### src/rtl/sqrt_if.sv
// Request/result bundle for the iterative square-root unit.
// master: requester driving sqrt_start/sqrt_num; slave: the sqrt unit.
interface sqrt_if #(
    parameter int unsigned IN_W  = 60,
    parameter int unsigned OUT_W = 30
) ();
    logic             sqrt_start;
    logic [IN_W-1:0]  sqrt_num;
    logic             sqrt_ready;
    logic             sqrt_valid;
    logic [OUT_W-1:0] sqrt_sq;
    logic [OUT_W:0]   sqrt_rem;

    modport master (
        output sqrt_start, sqrt_num,
        input  sqrt_ready, sqrt_valid, sqrt_sq, sqrt_rem
    );

    modport slave (
        input  sqrt_start, sqrt_num,
        output sqrt_ready, sqrt_valid, sqrt_sq, sqrt_rem
    );
endinterface

### src/rtl/sqrt_iter.sv
// Iterative integer square root: one root bit per cycle, MSB first.
// Optional macro SQRT_ROUND_EN: sqrt_sq becomes the round-to-nearest root
// (saturating at all-ones); sqrt_rem always reports the floor remainder.
module sqrt_iter #(
    parameter int unsigned sqrt_in_data_size  = 60,
    parameter int unsigned sqrt_out_data_size = 30
) (
    input  logic clk,
    input  logic reset,
    sqrt_if.slave bus
);
    localparam int unsigned IN_W  = sqrt_in_data_size;
    localparam int unsigned OUT_W = sqrt_out_data_size;
    localparam int unsigned REM_W = OUT_W + 2;
    localparam int unsigned CNT_W = (OUT_W > 1) ? $clog2(OUT_W) : 1;

    localparam logic [1:0] IDLE = 2'd0;
    localparam logic [1:0] BUSY = 2'd1;
    localparam logic [1:0] DONE = 2'd2;

    logic [1:0]       state_q, state_d;
    logic [IN_W-1:0]  num_q,   num_d;
    logic [OUT_W-1:0] root_q,  root_d;
    logic [REM_W-1:0] rem_q,   rem_d;
    logic [CNT_W-1:0] cnt_q,   cnt_d;
    logic             ready_q, ready_d;
    logic             valid_q, valid_d;
    logic [OUT_W-1:0] sq_q,    sq_d;
    logic [OUT_W:0]   srem_q,  srem_d;

    logic [REM_W-1:0] rem_shift;
    logic [REM_W-1:0] trial;
    logic [REM_W-1:0] rem_next;
    logic [OUT_W-1:0] root_next;
    logic             bit_ok;
`ifdef SQRT_ROUND_EN
    logic             round_up;
`endif

    // Next-state, datapath step and result formatting
    always_comb begin
        state_d = state_q;
        num_d   = num_q;
        root_d  = root_q;
        rem_d   = rem_q;
        cnt_d   = cnt_q;
        valid_d = 1'b0;
        sq_d    = sq_q;
        srem_d  = srem_q;

        // Bring down the next two radicand bits and try the candidate bit
        rem_shift = (rem_q << 2) | REM_W'(num_q[IN_W-1 -: 2]);
        trial     = {root_q, 2'b01};
        bit_ok    = (rem_shift >= trial);
        rem_next  = bit_ok ? (rem_shift - trial) : rem_shift;
        root_next = OUT_W'({root_q, bit_ok});
`ifdef SQRT_ROUND_EN
        round_up  = (rem_next > REM_W'(root_next));
`endif

        case (state_q)
            IDLE, DONE: begin
                if (bus.sqrt_start) begin
                    state_d = BUSY;
                    num_d   = bus.sqrt_num;
                    root_d  = '0;
                    rem_d   = '0;
                    cnt_d   = CNT_W'(OUT_W - 1);
                end else begin
                    state_d = IDLE;
                end
            end
            BUSY: begin
                num_d  = num_q << 2;
                root_d = root_next;
                rem_d  = rem_next;
                cnt_d  = cnt_q - CNT_W'(1);
                if (cnt_q == '0) begin
                    state_d = DONE;
                    valid_d = 1'b1;
                    srem_d  = (OUT_W + 1)'(rem_next);
`ifdef SQRT_ROUND_EN
                    sq_d    = (round_up && !(&root_next)) ? root_next + OUT_W'(1) : root_next;
`else
                    sq_d    = root_next;
`endif
                end
            end
            default: state_d = IDLE;
        endcase

        ready_d = (state_d != BUSY);
    end

    // State and output registers, synchronous reset
    always_ff @(posedge clk) begin
        if (reset) begin
            state_q <= IDLE;
            num_q   <= '0;
            root_q  <= '0;
            rem_q   <= '0;
            cnt_q   <= '0;
            ready_q <= 1'b1;
            valid_q <= 1'b0;
            sq_q    <= '0;
            srem_q  <= '0;
        end else begin
            state_q <= state_d;
            num_q   <= num_d;
            root_q  <= root_d;
            rem_q   <= rem_d;
            cnt_q   <= cnt_d;
            ready_q <= ready_d;
            valid_q <= valid_d;
            sq_q    <= sq_d;
            srem_q  <= srem_d;
        end
    end

    assign bus.sqrt_ready = ready_q;
    assign bus.sqrt_valid = valid_q;
    assign bus.sqrt_sq    = sq_q;
    assign bus.sqrt_rem   = srem_q;
endmodule

### src/flat_wrapper.sv
// flat-port wrapper written by rule: the top's interface ports become plain ports
module sqrt_iter_flat 
#(
    parameter int unsigned sqrt_in_data_size  = 60,
    parameter int unsigned sqrt_out_data_size = 30
)
  (clk, reset, bus_sqrt_start, bus_sqrt_num, bus_sqrt_ready, bus_sqrt_valid, bus_sqrt_sq, bus_sqrt_rem);
  sqrt_if #(.IN_W((60)), .OUT_W((30))) bus_i ();
  input  logic clk;
  input  logic reset;
  input wire logic [$bits(bus_i.sqrt_start)-1:0] bus_sqrt_start;
  input wire logic [$bits(bus_i.sqrt_num)-1:0] bus_sqrt_num;
  output wire logic [$bits(bus_i.sqrt_ready)-1:0] bus_sqrt_ready;
  output wire logic [$bits(bus_i.sqrt_valid)-1:0] bus_sqrt_valid;
  output wire logic [$bits(bus_i.sqrt_sq)-1:0] bus_sqrt_sq;
  output wire logic [$bits(bus_i.sqrt_rem)-1:0] bus_sqrt_rem;
  assign bus_i.sqrt_start = bus_sqrt_start;
  assign bus_i.sqrt_num = bus_sqrt_num;
  assign bus_sqrt_ready = bus_i.sqrt_ready;
  assign bus_sqrt_valid = bus_i.sqrt_valid;
  assign bus_sqrt_sq = bus_i.sqrt_sq;
  assign bus_sqrt_rem = bus_i.sqrt_rem;
  sqrt_iter #(.sqrt_in_data_size(sqrt_in_data_size), .sqrt_out_data_size(sqrt_out_data_size)) u_core (.clk(clk), .reset(reset), .bus(bus_i));
endmodule
### config.mk
export PLATFORM = sky130hd
export DESIGN_NAME = sqrt_iter_flat
export DESIGN_NICKNAME = d
export VERILOG_FILES = /design/src/rtl/sqrt_if.sv /design/src/rtl/sqrt_iter.sv /design/src/flat_wrapper.sv
export SDC_FILE = /design/constraint.sdc
export NUM_CORES = 1
export LEC_CHECK = 0
export CAP_MARGIN = 20
export CORE_UTILIZATION = 60
export CTS_BUF_LIST = sky130_fd_sc_hd__clkbuf_8
export CTS_CLUSTER_SIZE = 10
export DETAILED_ROUTE_END_ITERATION = 7
export PLACE_DENSITY_LB_ADDON = 0.2
export SLEW_MARGIN = 20
export SYNTH_ARGS = -nofsm -noshare
export SYNTH_HDL_FRONTEND = slang
export SYNTH_SLANG_ARGS = --single-unit
### constraint.sdc
create_clock -name clk -period 7.6 [get_ports clk]
set_input_delay 0.76 -clock clk [delete_from_list [all_inputs] [get_ports clk]]
set_output_delay 0.76 -clock clk [all_outputs]
set_load 0.05 [all_outputs]
* Word-level counts from Yosys, hierarchy flattened
Cells that the tools add are included.
** Storage, ports and cells
- Bits in registers :: 190
- Bits in latches :: 0
- Memory bits (writable) :: 0
- Bits in read-only memories :: 0
- Output and inout port bits :: 63
- Memories kept :: 0
** Operators by class
- Add/sub/neg operators :: 2
- $mul :: 0
- Divide/modulo/power cells :: 0
- $lt $le $gt $ge :: 1
- Equality and inequality tests :: 4
- Shift-type cells :: 0
- Muxes and demuxes :: 13
- Bitwise operators :: 2
- Reductions and logical operators :: 7
** Operators by type and width (count)
- one-hot mux 30 bit (2 select lines) :: 2
- one-hot mux 60 bit (2 select lines) :: 1
- 2-to-1 mux 30 bit :: 2
- 2-to-1 mux 60 bit :: 1
- greater-or-equal comparator 32 bit :: 1
- bitwise OR 32 x 2 -> 32 bit :: 1
- 2-to-1 mux 31 bit :: 1
- subtractor 31 bit :: 1
- one-hot mux 5 bit (2 select lines) :: 1
- logical NOT 5 bit :: 1
- 2-to-1 mux 5 bit :: 1
- subtractor 5 x 1 -> 5 bit, second input constant :: 1
- one-hot mux 2 bit (2 select lines) :: 1
- AND reduction 2 bit :: 2
- OR reduction 2 bit :: 2
- == test 2 x 1 -> 1 bit, second input constant :: 1
- == test 2 bit, second input constant :: 1
- logical NOT 2 bit :: 1
- 2-to-1 mux 1 bit :: 2
- 2-to-1 mux 2 bit :: 1
- inequality test 2 x 1 -> 1 bit, second input constant :: 1
- inequality test 2 bit, second input constant :: 1
- nonzero test 2 bit :: 1
- NOT 1 bit :: 1

* Longest topological paths before layout
Gate-level depths: netlist (run 1).
- Word-level depth :: 4
- Mapped depth :: 12

* Worst setup path after synthesis (run 1)
OpenSTA, ideal clock, no wires.
- Kind :: reg-to-reg
- From :: register u_core.root_q[4]
- To :: register u_core.rem_q[26]
- Library setup time :: 0.135 ns
- Arrival time :: 2.530 ns
- Data required time :: 7.465 ns
- Slack :: 4.935 ns
- Stages on the path, launching flop included :: 11
- Clock period less this slack :: 2.665 ns
- Cell sequence :: dfxtp_1 inv_1 ha_1 nand2_1 or3_1 a2111o_1 a311o_1 clkbuf_1 buf_2 a41oi_1 o21ai_0
** On the way
- Word-level cells in the longest chain between the ends :: 3
- Elaborated cells on any way between the ends :: 4
** RTL lines
- from (decl) :: RTL line sqrt_iter.sv:23 : logic [OUT_W-1:0] root_q, root_d;
- from (signal assigned) :: RTL line sqrt_iter.sv:110 : root_q <= root_d;
- subtractor 31 bit or greater-or-equal comparator 32 bit (tied branches) :: RTL line sqrt_iter.sv:55, sqrt_iter.sv:54
- 2-to-1 mux 31 bit (*) :: RTL line sqrt_iter.sv:55 : rem_next = bit_ok ? (rem_shift - trial) : rem_shift;
- one-hot mux 30 bit (2 select lines) (*) :: RTL line sqrt_iter.sv:61 : case (state_q)
- to (signal assigned) :: RTL line sqrt_iter.sv:111 : rem_q <= rem_d;
- to (decl) :: RTL line sqrt_iter.sv:24 : logic [REM_W-1:0] rem_q, rem_d;
Mark *: on every way between the ends. The rest lies on a longest branch, timed or not.
A chain may end at the register's enable or synchronous reset.

* Worst setup path in the final report (run 1)
- From :: register u_core.root_q[5]
- To :: register u_core.srem_q[5], in the netlist u_core.bus.sqrt_rem[5]
** On the way
- Word-level cells in the longest chain between the ends :: 2
** RTL lines
- greater-or-equal comparator 32 bit :: RTL line sqrt_iter.sv:54 : bit_ok = (rem_shift >= trial);
- 2-to-1 mux 31 bit :: RTL line sqrt_iter.sv:55
- to (signal assigned) :: RTL line sqrt_iter.sv:116 : srem_q <= srem_d;
- to (decl) :: RTL line sqrt_iter.sv:29 : logic [OUT_W:0] srem_q, srem_d;
No other way between the ends.

==> flow_metrics.tcl, run 1 <==
set metrics [dict create \
    status "finished, final reports clean" \
    grt_pass1_wl_mm 38.8 \
    insertion_delay_ns 0.48 \
    synth-simple-area-share_pct 18.4 \
    syn_avg_cell_area_sq_um 8.00 \
    cts_inserted_buffers 17 \
    final.setup.tns_ns 0 \
    rsz0062_at_grt "no" \
    synth_edf_count 0 \
    drv_cap 0 \
    cts-root-buf "clkbuf_8" \
    hold_end "u_core.bus.sqrt_sq[2]" \
    rows 45 \
    critical_path_class "flip-flop to flip-flop" \
    p_per_area_nw_per_um2 367 \
    fin_crit_sh_pct 51.2 \
    slew_headroom_pct 31.1 \
    antenna_found_initial 0 \
    grt_pass1_vias 7879 \
    die_y_um 127 \
    place_congestion 0.989 \
    path_clk_slew_ns 0.09 \
    grt_max_degree 98 \
    yosysSeqAreaShare_pct 40.5 \
    portBuffers 125 \
    reg2reg_from "u_core.root_q[5]" \
    p_int_w 0.00209 \
    critPathArrivalTime_ns 4.25 \
    start_util_pct 61.5 \
    drtIter0Drc 708 \
    synthCells 1173 \
    htree_num_levels 4 \
    pwr-share-comb_pct 56.3 \
    hp-start "u_core.bus.sqrt_sq[2]" \
    rrSetupSlack_ns 3.71 \
    clkPwrFrac_pct 15.2 \
    switchingPower_w 0.00194 \
    yosysTopAreaCell "dfxtp_1" \
    gr-total-overflow 0 \
    routed_wl_mm 23.7 \
    worst_slew_pin_slew_ns 1.03 \
    synth_compound_area_share_pct 28.3 \
    hp-class "flip-flop to flip-flop" \
    end_kind "flip-flop" \
    place_hpwl_mm 15.4 \
    cts_resized 0 \
    hold_violations 0 \
    drive_above_1_share_pct 4.92 \
    synth-xor-area-share_pct 2.61 \
    placed_cells 1419 \
    period_minus_slack_ns 3.89 \
    area_growth_pct 16.9 \
    synth_top_area_share_pct 40.5 \
    cts.hold.buffers_added 0 \
    r2r_cells 9 \
    synth.cell_area_sq_um 9390 \
    drc 0 \
    final_area_sq_um 11000 \
    synth_fa_ha_area_share_pct 4.40 \
    clock-sinks 190 \
    dr.pass1.iters 5 \
    placed_area_sq_um 10600 \
    start_kind "flip-flop" \
    n_antenna_cell 0 \
    nNetsFinal 1323 \
    cp_slowest_stage_delay_ns 0.90 \
    via_count 8895 \
    synth.distinct_cells 57 \
    grtUsageTotal_pct 29.6 \
    setup_viol 0 \
    io_pins 126 \
    n_fill_cell 1271 \
    ys_top_cells_by_area "dfxtp_1, a22oi_1, nand2_1" \
    synth_mux_area_share_pct 0 \
    ant_nets 0 \
    yosys_most_used_dff "dfxtp_1" \
    vdd_ir_drop_max_mv 0.331 \
    ys_async_sr_fraction_pct 0 \
    drv_slew 0 \
    min_path_cells 2 \
    syn_nets 1269 \
    cp_slowest_cell "a311o_2" \
    cts_setup_buffers 0 \
    timing.rr.end "u_core.bus.sqrt_rem[5]" \
    sequentialPowerShare_pct 28.5 \
    coreArea_sq_um 15300 \
    avgRoutedWirePerCell_um 16.3 \
    fmax_mhz 257 \
    synth_top_family_by_area "compound AO/OA/AOI/OAI gates" \
    die_w_um 127 \
    routed_via_density 6.13 \
    critical_path_required_ns 7.96 \
    finalNonFillerCells 1451 \
    p_leak_nw 3.92 \
    yosys_warnings 0 \
    crit_fanout 53 \
    ys_seq_elements 190 \
    cpMostUsedCell "nand2_1" \
    dieArea_sq_um 16200 \
    clock_path_buffers 2 \
    path_cells "inv_1, ha_1, a21oi_1, nand2_1, o21ai_1, a2111o_1, a311o_2, nand2_1, a2111oi_1" \
    finClkSkew_ns 0.0127 \
    p_sw_share_pct 48.2 \
    cts_tree "built" \
]
==> worst max-delay path by stage <==
stage                                start                      to  slack [ns]  cells after the start
after floorplan           u_core.root_q[4]        u_core.rem_q[26]        4.94                     10
after global placement    u_core.root_q[5]  u_core.bus.sqrt_rem[5]        4.00                      9
after detailed placement  u_core.root_q[5]  u_core.bus.sqrt_rem[5]        3.81                      9
after CTS                 u_core.root_q[5]  u_core.bus.sqrt_rem[5]        3.78                      9
after global routing      u_core.root_q[5]  u_core.bus.sqrt_rem[5]        3.46                      9
final                     u_core.root_q[5]  u_core.bus.sqrt_rem[5]        3.71                      9
==> routing by layer <==
layer  vias up  track usage (%)  routed length (um)
li1       4344                -                   -
met5         -                0                   0
met2       318             45.0               10700
met3        49             6.16                1400
met4         0             10.4                 549
met1      4184             41.5               11000
==> layout by cell type (no fill, tap or decap), types with 7 or more instances in the layout <==
| cell | n |
|---|---|
| o21bai_1 | 14 |
| or3_1 | 10 |
| nor2_1 | 63 |
| nor3b_1 | 16 |
| nand4_1 | 23 |
| o21ai_1 | 16 |
| nor3_1 | 19 |
| nand2b_1 | 7 |
| a21oi_1 | 130 |
| clkdlybuf4s50_1 | 124 |
| a21o_1 | 10 |
| nand3_1 | 29 |
| a31oi_1 | 21 |
| inv_1 | 43 |
| ha_1 | 33 |
| a22oi_1 | 89 |
| o21ai_0 | 37 |
| clkbuf_8 | 19 |
| dfxtp_1 | 190 |
| o31ai_1 | 10 |
| xnor2_1 | 15 |
| nor4_1 | 7 |
| nand2_1 | 178 |
| xor2_1 | 13 |
| buf_4 | 11 |
| o211ai_1 | 26 |
==> stage by stage <==
| step | power [W] | utilization [%] | worst slack (ns) | hold slack, ns |
|---|---|---|---|---|
| final | 0.00403 | 71.9 | 3.71 | 0.457 |
| after global routing | 0.00430 | 71.9 | 3.46 | 0.478 |
| after floorplan | 0.00294 | - | 4.94 | 0.437 |
| after detailed placement | 0.00339 | 69.6 | 3.81 | 0.447 |
| after global placement | 0.00337 | 69.6 | 4.00 | 0.442 |
| after CTS | 0.00400 | 71.9 | 3.78 | 0.460 |
==> power by group through the flow <==
| stage | sequential, W | clock, W | combinational, W |
|---|---|---|---|
| 6_report | 0.00115 | 0.000612 | 0.00227 |
| 5_1_grt | 0.00116 | 0.000659 | 0.00248 |
| 4_1_cts | 0.00115 | 0.000616 | 0.00223 |
| 3_5_place_dp | 0.00117 | 0 | 0.00222 |
| 3_3_place_gp | 0.00116 | 0 | 0.00220 |
| 2_1_floorplan | 0.00121 | 0 | 0.00172 |
==> worst max-delay path: cells and delay by family (launching register included) <==
| family | cells | cell delay [ns] |
|---|---|---|
| compound gates | 5 | 2.28 |
| flops | 1 | 0.39 |
| fa+ha+maj | 1 | 0.34 |
| simple gates | 2 | 0.69 |
| buf+inv | 1 | 0.06 |
==> cell type report <==
cell class	instances	area [sq um]	area share [%]
Clock buffer	19	262	2.38
Clock inverter	13	87.6	0.798
Inverter	40	150	1.37
Multi-Input combinational cell	843	5080	46.3
Sequential cell	190	3800	34.7
Tap cell	211	264	2.41
Timing Repair Buffer	135	1320	12.1
==> kinds of logic after synthesis <==
| family | after synthesis |
|---|---|
| DFF | 190 |
| adders and majority gates | 33 |
| and+or+nand+nor | 378 |
| AOI/OAI and AO/OA | 404 |
| xor gates and xnor gates | 28 |
| buffers and inverters | 140 |
==> flip-flops by register name (all words and copies together) (netlist names) <==
signal / flops
u_core.cnt_q: 5
u_core.bus.sqrt_sq: 30
u_core.root_q: 30
u_core.bus.sqrt_ready: 1
u_core.rem_q: 30
u_core.bus.sqrt_valid: 1
u_core.state_q: 2
u_core.num_q: 60
u_core.bus.sqrt_rem: 31
==> cells in the mapped netlist, drive strengths merged (2+ instances only) <==
master,n
dfxtp,190
nand2,178
a21oi,131
a22oi,89
clkbuf,86
nor2,66
o21ai,54
inv,40
ha,33
nand3,29
o211ai,26
nand4,23
a31oi,21
nor3,20
nor3b,16
xnor2,15
buf,14
o21bai,14
xor2,13
a21o,10
o31ai,10
or3,10
a311oi,9
nand2b,7
nor4,7
a211oi,6
a32o,6
nand3b,6
o21a,6
or2,5
and3,4
nor2b,4
a2111oi,3
a41oi,3
o22ai,3
and4,2
o221a,2
o221ai,2
o31a,2
Note: power is estimated with default switching activity, not from simulation.
==> inputs of run 2 (changes only) <==
CORE_UTILIZATION = 57   (was 60)
clock period = 3.9 ns   (was 7.6 ns; I/O delays follow)
==> run 2 against run 1 <==
Against the previous run: total power grew 110%; worst setup slack lost 3.0 ns; global-route usage is essentially flat; critical path type unchanged; highest routed layer unchanged; largest power group unchanged; flip-flop and latch count is the same; die area grew 5.2%; combinational power grew 110%.
==> flow_metrics.tcl, run 2 (synthesized netlist as in run 1, its figures left out) <==
set metrics [dict create \
    status "finished, final reports clean" \
    slew_headroom_pct 31.2 \
    vdd_ir_drop_max_mv 0.638 \
    end_kind "flip-flop" \
    cts_tree "built" \
    rsz0062_at_grt "no" \
    grt_pass1_wl_mm 39.8 \
    dr.pass1.iters 7 \
    hold_violations 0 \
    place_congestion 0.942 \
    clock_path_buffers 2 \
    cts.hold.buffers_added 0 \
    die_w_um 130 \
    clock-sinks 190 \
    drv_cap 0 \
    n_fill_cell 1389 \
    drive_above_1_share_pct 5.68 \
    hp-class "input pin to flip-flop" \
    final_area_sq_um 11100 \
    placed_area_sq_um 10700 \
    final.setup.tns_ns 0 \
    die_y_um 130 \
    ant_nets 0 \
    gr-total-overflow 0 \
    n_antenna_cell 0 \
    drc 0 \
    portBuffers 125 \
    drtIter0Drc 854 \
    routed_via_density 6.15 \
    cp_slowest_cell "a2111o_1" \
    seq_area_sq_um 3800 \
    place_hpwl_mm 16.9 \
    p_leak_nw 3.98 \
    cts_inserted_buffers 17 \
    critPathArrivalTime_ns 3.62 \
    start_kind "flip-flop" \
    antenna_found_initial 0 \
    grt_max_degree 93 \
    final_cell_mix "dfxtp_1, nand2_1, a21oi_1" \
    drv_slew 0 \
    rows 46 \
    critical_path_class "flip-flop to flip-flop" \
    cts-root-buf "clkbuf_8" \
    io_pins 126 \
    htree_num_levels 4 \
    insertion_delay_ns 0.48 \
    critical_path_required_ns 4.30 \
    path_cells "inv_1, ha_1, o211ai_1, a21oi_2, o21ai_1, a2111o_1, a311oi_4, buf_4, o21ai_1, o21ai_0" \
    routed_wl_mm 24.9 \
    dieArea_sq_um 17000 \
    finClkSkew_ns 0.0135 \
    placed_cells 1433 \
    grtUsageTotal_pct 29.5 \
    worst_slew_pin_slew_ns 1.03 \
    start_util_pct 58.7 \
    nNetsFinal 1332 \
    period_minus_slack_ns 3.22 \
    via_count 9007 \
    path_clk_slew_ns 0.10 \
    area_growth_pct 18.5 \
    avgRoutedWirePerCell_um 17.0 \
    cts_resized 0 \
    cpMostUsedCell "o21ai_1" \
    multi_input_area_sq_um 5080 \
    cp_slowest_stage_delay_ns 0.47 \
    largest_reg_flops 60 \
    final_common_cell "dfxtp_1" \
    fmax_mhz 310 \
    finalNonFillerCells 1465 \
    crit_fanout 46 \
    fin_crit_sh_pct 82.6 \
    grt_pass1_vias 7803 \
    coreArea_sq_um 16000 \
    p_per_area_nw_per_um2 750 \
    setup_viol 0 \
    cts_setup_buffers 0 \
    top_register "u_core.num_q" \
]
[run 2: area by class of cell]
cell class                 count  area share, %
clock buffer                  18           2.23
clock inverter                14           1.43
inverter                      40           1.35
multi-input combinational    843           45.7
sequential                   190           34.2
tap                          216           2.43
timing repair buffer         144           12.7
[run 2: per-layer routing]
metal / vias up / share of wire (%) / track usage, %
met3: 52 / 6.3 / 4.96
met5: - / 0 / 0
met4: 0 / 2.5 / 11.2
met2: 351 / 45 / 44.7
li1: 4364 / - / -
met1: 4240 / 46 / 41.9
[run 2: worst paths after layout]
path | slack, ns | from | depth (start not counted) | to
max | 0.68 | u_core.root_q[3] | 10 | u_core.bus.sqrt_rem[28]
min | 0.38 | reset | 2 | u_core.root_q[29]
max reg2reg | 0.68 | u_core.root_q[3] | 10 | u_core.bus.sqrt_rem[28]
min reg2reg | 0.46 | u_core.num_q[20] | 2 | u_core.num_q[20]
[run 2: report_power, final]
part	switching, W	internal, W
clock network	0.000753	0.000602
logic	0.00311	0.00164
registers	0.000135	0.00210
[run 2: stage by stage]
stage	util (%)	total power (W)	hold WS [ns]	worst slack, ns
2_1_floorplan	-	0.00572	0.437	1.24
3_3_place_gp	67.0	0.00689	0.442	0.844
3_5_place_dp	67.0	0.00692	0.447	0.755
4_1_cts	69.5	0.00827	0.366	0.702
5_1_grt	69.5	0.00889	0.404	0.393
6_report	69.5	0.00834	0.378	0.678
[run 2: critical path: cells and delay by family (launching register included)]
kind / cells / cell delay (ns)
AOI/OAI and AO/OA: 7 / 1.84
adders and majority gates: 1 / 0.37
buffers and inverters: 2 / 0.54
DFF: 1 / 0.38
